==> src/rtl/disp_pkg.sv <==
// disp_pkg: colour codes, glyph geometry and BCD-to-segment decode shared by the display pipe
package disp_pkg;
  localparam logic [1:0] COL_NONE  = 2'd0;
  localparam logic [1:0] COL_FIELD = 2'd1;
  localparam logic [1:0] COL_OBJ   = 2'd2;
  localparam logic [1:0] COL_SCORE = 2'd3;
  localparam int GLYPH_W     = 48;
  localparam int GLYPH_H     = 88;
  localparam int SEG_T       = 8;
  localparam int GLYPH_TOP   = 16;
  localparam int GLYPH_X0    = 56;
  localparam int GLYPH_PITCH = 56;
  localparam logic [6:0] SEG_ERR = 7'h76;
  typedef enum logic {IDLE, FLASH} flash_t;
  function automatic logic [6:0] bcd_seg(input logic [3:0] d);
    case (d)
      4'd0: bcd_seg = 7'h3f;
      4'd1: bcd_seg = 7'h06;
      4'd2: bcd_seg = 7'h5b;
      4'd3: bcd_seg = 7'h4f;
      4'd4: bcd_seg = 7'h66;
      4'd5: bcd_seg = 7'h6d;
      4'd6: bcd_seg = 7'h7d;
      4'd7: bcd_seg = 7'h07;
      4'd8: bcd_seg = 7'h7f;
      4'd9: bcd_seg = 7'h6f;
      default: bcd_seg = SEG_ERR;
    endcase
  endfunction
endpackage

==> src/rtl/seg7_glyph.sv <==
// seg7_glyph: tests whether a raster pixel falls on a lit segment of one seven-segment glyph box
module seg7_glyph (
  input  logic [9:0] h,
  input  logic [9:0] v,
  input  logic [9:0] ox,
  input  logic [9:0] oy,
  input  logic [6:0] seg,
  output logic       hit
);
  import disp_pkg::*;
  localparam logic [10:0] W  = 11'(GLYPH_W);
  localparam logic [10:0] H  = 11'(GLYPH_H);
  localparam logic [10:0] T  = 11'(SEG_T);
  localparam logic [10:0] MT = 11'((GLYPH_H - SEG_T) / 2);
  localparam logic [10:0] MB = 11'((GLYPH_H + SEG_T) / 2);
  logic [10:0] dx, dy;
  logic [6:0] on;
  // segment rectangles a..g in box-local coordinates, masked by the digit's segment set
  always_comb begin
    dx = {1'b0, h} - {1'b0, ox};
    dy = {1'b0, v} - {1'b0, oy};
    on[0] = dy < T;
    on[1] = dx >= W - T && dy < MB;
    on[2] = dx >= W - T && dy >= MT;
    on[3] = dy >= H - T;
    on[4] = dx < T && dy >= MT;
    on[5] = dx < T && dy < MB;
    on[6] = dy >= MT && dy < MB;
    hit = h >= ox && v >= oy && dx < W && dy < H && |(on & seg);
  end
endmodule

==> src/rtl/disp_pipe.sv <==
// disp_pipe: two-stage pixel renderer for a pong playfield with frame-latched inputs and score flashing
module disp_pipe
  import disp_pkg::*;
#(
  parameter int H_VIS        = 640,
  parameter int V_VIS        = 480,
  parameter int FIELD_TOP    = 128,
  parameter int FIELD_BOT    = 470,
  parameter int BALL_SZ      = 8,
  parameter int PAD_W        = 8,
  parameter int PAD_H        = 48,
  parameter int PAD_X        = 16,
  parameter int DIGITS       = 1,
  parameter int FLASH_FRAMES = 60
) (
  input  logic                clk,
  input  logic                rst,
  input  logic [19:0]         ball,
  input  logic [19:0]         ppos,
  input  logic [8*DIGITS-1:0] score,
  input  logic [9:0]          hcnt,
  input  logic [9:0]          vcnt,
  output logic                draw,
  output logic [1:0]          color,
  output logic [1:0]          flash_busy
);
  localparam int CW = $clog2(FLASH_FRAMES + 1) < 4 ? 4 : $clog2(FLASH_FRAMES + 1);
  localparam int SW = 4 * DIGITS;
  localparam logic [10:0] FT  = 11'(FIELD_TOP);
  localparam logic [10:0] FB  = 11'(FIELD_BOT);
  localparam logic [10:0] HM  = 11'(H_VIS / 2);
  localparam logic [10:0] BS  = 11'(BALL_SZ);
  localparam logic [10:0] PH  = 11'(PAD_H);
  localparam logic [10:0] LX0 = 11'(PAD_X);
  localparam logic [10:0] LX1 = 11'(PAD_X + PAD_W);
  localparam logic [10:0] RX0 = 11'(H_VIS - PAD_X - PAD_W);
  localparam logic [10:0] RX1 = 11'(H_VIS - PAD_X);
  localparam logic [10:0] HV  = 11'(H_VIS);
  localparam logic [10:0] VV  = 11'(V_VIS);
  logic [19:0] ball_s, ppos_s;
  logic [8*DIGITS-1:0] score_s;
  flash_t st [2];
  flash_t st_n [2];
  logic [CW-1:0] cnt [2];
  logic [CW-1:0] cnt_n [2];
  logic armed, latch, vis, f_hit, o_hit, s_hit, f_q, o_q, s_q;
  logic [10:0] h, v, bx, by, pl, pr;
  logic [1:0] hide;
  logic [2*DIGITS-1:0] g_hit;
  // per-player flash FSM; armed suppresses a flash on the first latch after reset
  always_comb begin
    latch = hcnt == 10'd0 && vcnt == 10'(V_VIS);
    for (int i = 0; i < 2; i++) begin
      st_n[i] = st[i];
      cnt_n[i] = cnt[i];
      if (latch && armed && score[i*SW +: SW] != score_s[i*SW +: SW]) begin
        st_n[i] = FLASH;
        cnt_n[i] = CW'(FLASH_FRAMES);
      end else if (latch && st[i] == FLASH) begin
        cnt_n[i] = cnt[i] - CW'(1);
        st_n[i] = cnt[i] == CW'(1) ? IDLE : FLASH;
      end
      hide[i] = st[i] == FLASH && cnt[i][3];
      flash_busy[i] = st[i] == FLASH;
    end
  end
  // shadows and flash state advance only at the start-of-vblank latch
  always_ff @(posedge clk or negedge rst) begin
    if (!rst) begin
      st <= '{IDLE, IDLE};
      cnt <= '{default: '0};
      ball_s <= '0;
      ppos_s <= '0;
      score_s <= '0;
      armed <= 1'b0;
    end else begin
      st <= st_n;
      cnt <= cnt_n;
      if (latch) begin
        ball_s <= ball;
        ppos_s <= ppos;
        score_s <= score;
        armed <= 1'b1;
      end
    end
  end
  // per-object hit tests in 11 bits so object extents never wrap back onto the screen
  always_comb begin
    h = {1'b0, hcnt};
    v = {1'b0, vcnt};
    bx = {1'b0, ball_s[9:0]};
    by = {1'b0, ball_s[19:10]};
    pl = FT + {1'b0, ppos_s[9:0]};
    pr = FT + {1'b0, ppos_s[19:10]};
    vis = h < HV && v < VV;
    f_hit = v == FT || v == FT + 11'd1 || v == FB || v == FB + 11'd1 ||
            ((h == HM || h == HM + 11'd1) && v > FT + 11'd1 && vcnt[5]);
    o_hit = (h >= bx && h < bx + BS && v >= by && v < by + BS) ||
            (h >= LX0 && h < LX1 && v >= pl && v < pl + PH) ||
            (h >= RX0 && h < RX1 && v >= pr && v < pr + PH);
    s_hit = |g_hit;
  end
  for (genvar k = 0; k < DIGITS; k++) begin : g_dig
    localparam int LX = GLYPH_X0 + GLYPH_PITCH * k;
    seg7_glyph u_l (
      .h(hcnt), .v(vcnt), .ox(10'(LX)), .oy(10'(GLYPH_TOP)),
      .seg(hide[0] ? 7'd0 : bcd_seg(score_s[4*(DIGITS-1-k) +: 4])),
      .hit(g_hit[2*k])
    );
    seg7_glyph u_r (
      .h(hcnt), .v(vcnt), .ox(10'(H_VIS - LX - GLYPH_W)), .oy(10'(GLYPH_TOP)),
      .seg(hide[1] ? 7'd0 : bcd_seg(score_s[SW + 4*(DIGITS-1-k) +: 4])),
      .hit(g_hit[2*k+1])
    );
  end
  // stage 1: register visibility-gated object hits
  always_ff @(posedge clk or negedge rst) begin
    if (!rst) begin
      f_q <= 1'b0;
      o_q <= 1'b0;
      s_q <= 1'b0;
    end else begin
      f_q <= vis && f_hit;
      o_q <= vis && o_hit;
      s_q <= vis && s_hit;
    end
  end
  // stage 2: register the priority merge
  always_ff @(posedge clk or negedge rst) begin
    if (!rst) begin
      color <= COL_NONE;
      draw <= 1'b0;
    end else begin
      color <= s_q ? COL_SCORE : o_q ? COL_OBJ : f_q ? COL_FIELD : COL_NONE;
      draw <= s_q || o_q || f_q;
    end
  end
endmodule

==> config.mk <==
export PLATFORM = sky130hd
export DESIGN_NAME = disp_pipe
export DESIGN_NICKNAME = d
export VERILOG_FILES = /design/src/rtl/disp_pkg.sv /design/src/rtl/seg7_glyph.sv /design/src/rtl/disp_pipe.sv
export SDC_FILE = /design/constraint.sdc
export NUM_CORES = 1
export LEC_CHECK = 0
export CORE_MARGIN = 8
export CORE_UTILIZATION = 46
export DETAILED_ROUTE_END_ITERATION = 12
export PLACE_DENSITY = 0.68
export SLEW_MARGIN = 20
export SYNTH_ARGS = -nofsm -noshare
export SYNTH_HDL_FRONTEND = slang
export SYNTH_SLANG_ARGS = --single-unit
==> constraint.sdc <==
create_clock -name clk -period 2.2 [get_ports clk]
set_clock_uncertainty 0.05 [all_clocks]
set_input_delay 0.44 -clock clk [delete_from_list [all_inputs] [get_ports clk]]
set_output_delay 0.44 -clock clk [all_outputs]
set_load 0.02 [all_outputs]
Word level (Yosys, flattened, before mapping)
Memories as Yosys holds them, arrays and structs flattened.
Cells that the tools add are included.
W data, S select, Z words.
{"block": "op_classes", "addsub": 11, "n_mux": 15, "n_lt_le_gt_ge": 29, "reduce_logical": 55, "n_eq_ne": 11, "n_bitwise": 2}
{"cell": "$eq A10 B9 Y1 const B", "count": 5}
{"cell": "$lt A10 B11 Y1", "count": 4}
{"cell": "$logic_and A1 B1 Y1", "count": 40}
{"cell": "$ge A11 B6 Y1 const B", "count": 3}
{"cell": "$lt A11 B4 Y1 const B", "count": 3}
{"cell": "$lt A11 B6 Y1 const B", "count": 3}
{"cell": "$mux W6", "count": 4}
{"cell": "$add A10 B4 Y11 const B", "count": 2}
{"cell": "$add A11 B6 Y11 const B", "count": 2}
{"cell": "$add A8 B10 Y11 const A", "count": 2}
{"cell": "$ge A10 B11 Y1", "count": 2}
{"cell": "$eq A10 B8 Y1 const B", "count": 2}
{"cell": "$ge A10 B10 Y1", "count": 2}
{"cell": "$ge A10 B10 Y1 const B", "count": 2}
{"cell": "$ge A10 B5 Y1 const B", "count": 2}
{"cell": "$lt A10 B10 Y1 const B", "count": 2}
{"cell": "$and A7 B7 Y7", "count": 2}
{"cell": "$mux W7", "count": 2}
{"cell": "$reduce_or A7 Y1", "count": 2}
{"cell": "$eq A6 B1 Y1 const B", "count": 2}
{"cell": "$sub A6 B1 Y6 const B", "count": 2}
{"cell": "$ge A11 B7 Y1 const B", "count": 1}
{"cell": "$lt A11 B7 Y1 const B", "count": 1}
{"cell": "$sub A10 B10 Y11 const B", "count": 1}
{"cell": "other kinds (13)", "count": 30}
{"block": "totals", "n_memories": 2, "rom_bits": 224, "ff_bits": 69, "inputBits": 70, "out_inout_bits": 5}
{"memory": "(no name shown)", "depth": 16, "width": 7, "read_ports": 1, "rd_ports_with_merged_regs": 0, "wr": 0, "line_no": "disp_pkg.sv:16", "rtl": "case (d)"}
{"memory": "(no name shown)", "depth": 16, "width": 7, "read_ports": 1, "rd_ports_with_merged_regs": 0, "wr": 0, "line_no": "disp_pkg.sv:16"}

Logic depth before layout (Yosys ltp)
{"block": "depth", "word_depth": 8, "ltp_mapped": 11, "depth_no_buf": 11}

Cells and area by module
From an unflattened synthesis, not the netlist that was laid out.
{"block": "unflattened", "hier_cells": 885, "area_unflattened_um2": 7372.1}
{"mod": "disp_pipe", "instances": 1, "cells_each": 587, "area_per_inst_um2": 5250.0}
{"mod": "seg7_glyph", "instances": 2, "cells_each": 149, "area_per_inst_um2": 1061.0}

Worst setup path after synthesis
OpenSTA, ideal clock, no wires.
{"block": "synth_timing", "path_type": "register to register", "from": "register ppos_s[4]", "to": "register o_q", "path_slack_ns": -0.067, "t_required_ns": 2.021, "t_arrival_ns": 2.089, "stages_incl_launch_ff": 12, "cell_sequence": "dfrtp_1 > inv_1 > ha_1 > or3_1 > xnor2_1 > ha_1 > nand2_1 > o21ai_0 > a211oi_1 > a211o_1 > nand3_1 > nand3_1"}
{"block": "synth_via", "elab_chain_len": 7}
{"element": "start: declaration", "line_no": "disp_pipe.sv:40", "rtl": "logic [19:0] ball_s, ppos_s;"}
{"element": "start signal: assignment", "line_no": "disp_pipe.sv:81", "rtl": "ppos_s <= ppos;"}
{"element": "$add A8 B10 Y11 *", "line_no": "disp_pipe.sv:93", "rtl": "pl = FT + {1'b0, ppos_s[9:0]};"}
{"element": "$add A11 B6 Y11 or $ge A10 B11 Y1 (tied branches)", "line_no": "disp_pipe.sv:99", "rtl": "(h >= LX0 && h < LX1 && v >= pl && v < pl + PH) ||"}
{"element": "$lt A10 B11 Y1 or $logic_and A1 B1 Y1 (tied branches)", "line_no": "disp_pipe.sv:99"}
{"element": "$logic_and A1 B1 Y1 *", "line_no": "disp_pipe.sv:99"}
{"element": "$logic_or A1 B1 Y1 *", "line_no": "disp_pipe.sv:98", "rtl": "o_hit = (h >= bx && h < bx + BS && v >= by && v < by + BS) ||"}
{"element": "$logic_or A1 B1 Y1 *", "line_no": "disp_pipe.sv:99"}
{"element": "$logic_and A1 B1 Y1 *", "line_no": "disp_pipe.sv:124", "rtl": "o_q <= vis && o_hit;"}
{"element": "end signal: assignment", "line_no": "disp_pipe.sv:124"}
{"element": "end: declaration", "line_no": "disp_pipe.sv:46", "rtl": "logic armed, latch, vis, f_hit, o_hit, s_hit, f_q, o_q, s_q;"}
Every way passes the cells marked *; elsewhere a longest branch is shown, timed or not.
A chain may end at the register's enable or synchronous reset.

Worst setup path in the final report
Same ends and word-level chain as after synthesis.

==> flow_summary.yaml <==
outcome:
  status: "complete, but fails checks"
  failed_checks: "setup timing"
grt:
  grtUsageMet1_pct: 26.9
  grt_pass1_wl_mm: 29.3
  grt_use_total_pct: 22.4
  grt_max_degree: 70
  antenna_found_initial: 0
  grt-ovfl-total: 0
  grt-busiest-layer: "met2"
  met2_usage_pct: 39.5
  grt_pass1_vias: 5862
  met3_usage_pct: 3.99
timing:
  min_period_ps: 2210
  slew_headroom_pct: 70.8
  max_freq_mhz: 452
  period_share_pct: 100
  finalHoldViolations: 0
  tightest_slew_ps: 427
  layout_setup_ws_ps: -10.8
  final_max_slew_viol_count: 0
  grt_setup_unrepaired: "yes"
  setup_viol: 1
cts:
  cts-root-buf: "clkbuf_16"
  cts.path.max_buffers: 2
  clkLatencyLatePin_ps: 350
  cts_num_sinks: 69
  cts_tree: "done"
  cts_buffers: 9
  htree_num_levels: 3
  clk_pin_slew_worst_paths_ps: 60
hold_path:
  hold_path.class: "input pin to asynchronous set/reset pin"
synth:
  avgSynthCellArea_sq_um: 8.59
  yosys_warnings: 0
  synthFlopType: "dfrtp_1"
  async_reset_ff_share_pct: 100
  syn_nets: 835
  yosysMostFrequentCell: "nand2_1"
  synth_seq_cells: 69
  yosys-top-cells-count: "nand2_1, ha_1, dfrtp_1"
  synthDistinctLibCells: 61
  syn_area_sq_mm: 0.00575
  synth_top_cell_by_area: "dfrtp_1"
  synth_top_area_share_pct: 30.0
  syn_inst: 670
  synth_edf_count: 0
  ys_seq_area_share_pct: 30.0
  synth_area_leaders: "dfrtp_1, ha_1, nand2_1, o21ai_0, xnor2_1"
die:
  ios: 75
  die_w_microns: 128
  start_util_pct: 46.4
  coreArea_sq_mm: 0.0124
  dieArea_sq_mm: 0.0163
  die_h_microns: 128
  rows: 41
worst_setup_path:
  critPathSlowestCell: "dfrtp_1"
  reg2reg_from: "ppos_s[4]"
  critPathKind: "flop to flop"
  regToRegEndpoint: "o_q"
  cp.required_ps: 2380
  reg2reg_depth: 11
  cp-endpoint: "o_q"
  crit_chain: "inv_2 -> ha_4 -> or3_4 -> xnor2_2 -> ha_1 -> nand2_2 -> o21ai_2 -> a211oi_2 -> a211o_1 -> nand3_2 -> nand3_1"
  cp-end-kind: "flop"
  cp_slowest_stage_delay_ps: 370
  regToRegSetupSlack_ps: -10
  cp_max_fo: 2
  cp_data_arrival_time_ps: 2390
  cp-startpoint: "ppos_s[4]"
  start_kind: "flop"
power_and_ir_drop:
  p_leak_nw: 4.01
  finalPower_mw: 3.42
  cellPowerDensity_mw_per_mm2: 417
  peakVddDrop_uv: 401
detailed_routing:
  remaining_drc_errors: 0
  drtIter0Drc: 372
  vias: 5607
  wl_per_cell_microns: 17.4
  drt-pass1-iter-count: 5
  ant_nets: 0
  drt-total-wl_mm: 18.0
  viasPerCell: 5.42
finish:
  nets: 1022
  area_growth_pct: 42.5
  fill_cells: 1058
  diodes: 0
  drive_gt1_share_pct: 22.5
  multi_input_area_sq_mm: 0.00403
  post-route-util_pct: 66.0
  regArea_sq_mm: 0.00173
placement:
  dp_hpwl_mm: 13.3
  place_congestion: 0.928
  port_buffers: 74
flow_run:
  maxCapViolations: 0
## worst min path at each step
stage	to	startpoint
global placement	ball_s[10]	ball_s[10]
global route	ppos_s[8]	rst
floorplan	armed	rst
CTS	s_q	rst
detailed placement	ball_s[10]	ball_s[10]
finish	ppos_s[8]	rst
## kinds of logic (layout without fill, tap and decap cells)
kind of cell	Yosys count	count (layout)	synth area share, %
AO/OA/AOI/OAI	155	155	16.9
XOR/XNOR	41	41	6.24
adder cells (fa/ha/maj)	95	95	20.7
buffers and inverters	73	265	5.04
flip-flops	69	69	30.0
multiplexers	2	2	0.348
AND/OR/NAND/NOR	235	235	20.8
## timing repair
| action | in CTS | in global routing |
|---|---|---|
| endpoints found under the hold margin | 0 | 0 |
| resized for setup | 36 | 47 |
| setup buffers | 8 | 9 |
| hold buffers | 0 | 0 |
| pin swaps | 18 | 22 |
| setup endpoints to repair | 52 | 51 |
| gates cloned | 0 | 0 |
## flip-flops by register name, indices dropped and copies added (netlist names)
register and count:
color 2, flash_busy 2, score_s 8, draw 1
ppos_s 20, o_q 1, ball_s 20, armed 1
cnt 12, f_q 1, s_q 1
## cell usage in the layout (no fill, tap or decap), types with 5 or more instances in the layout
cell	synthesis	final
clkdlybuf4s50_1	0	56
o211ai_1	7	7
o21a_1	5	5
nand3_1	20	17
a21oi_1	25	22
clkbuf_16	0	9
nand2b_1	9	9
nand3b_1	6	6
nand4_1	11	11
xor2_1	10	10
o21ai_0	60	58
ha_1	95	88
inv_1	55	50
inv_2	0	5
buf_6	0	10
dlymetal6s2s_1	0	14
buf_4	1	109
a211oi_1	7	6
dfrtp_1	69	69
nor4_1	8	6
nor3_1	24	21
nand2_1	104	102
xnor2_1	31	28
a21o_1	8	8
and2_1	6	6
nor2_1	17	17
## routing by layer
metal / vias up / wire length (microns)
met3: 30 / 825
met2: 140 / 9050
met5: - / 0
met1: 2682 / 7740
met4: 0 / 364
li1: 2755 / -
## worst max-delay path, delay by kind of cell (launching register included)
| kind | cells | cell delay (ps) |
|---|---|---|
| simple gates | 4 | 530 |
| compound gates | 3 | 470 |
| fa+ha+maj | 2 | 460 |
| flops | 1 | 370 |
| xor+xnor | 1 | 140 |
| buf+inv | 1 | 60 |
## final cells by class
type / instances / area share, %
inverters: 55 / 2.52
repair buffers: 194 / 21.0
well taps: 172 / 2.62
clock buffers: 11 / 2.84
clock inverters: 5 / 0.916
multi-input cells: 528 / 49.1
flip-flops and latches: 69 / 21.1
## power by group
part | leakage (nW) | total, mW | switching, mW | internal (mW)
combinational | 3.09 | 0.588 | 0.279 | 0.309
sequential | 0.766 | 1.27 | 0.000350 | 1.27
clock | 0.153 | 1.56 | 0.571 | 0.987
## stage by stage
step | setup TNS [ps] | cells | cell area [sq um] | hold slack (ps) | setup slack [ps]
finish | -10.8 | 1034 | 8200 | 58.3 | -10.8
global route | -182 | 1034 | 8200 | 96.2 | -182
CTS | 0 | 1025 | 7930 | 83.1 | 1.05
detailed placement | -29050 | 1002 | 7440 | 416 | -540
global placement | -29940 | 1002 | 7440 | 406 | -563
floorplan | 0 | 670 | 5780 | 94.4 | 1.07
(Power assumes the default switching activity.)
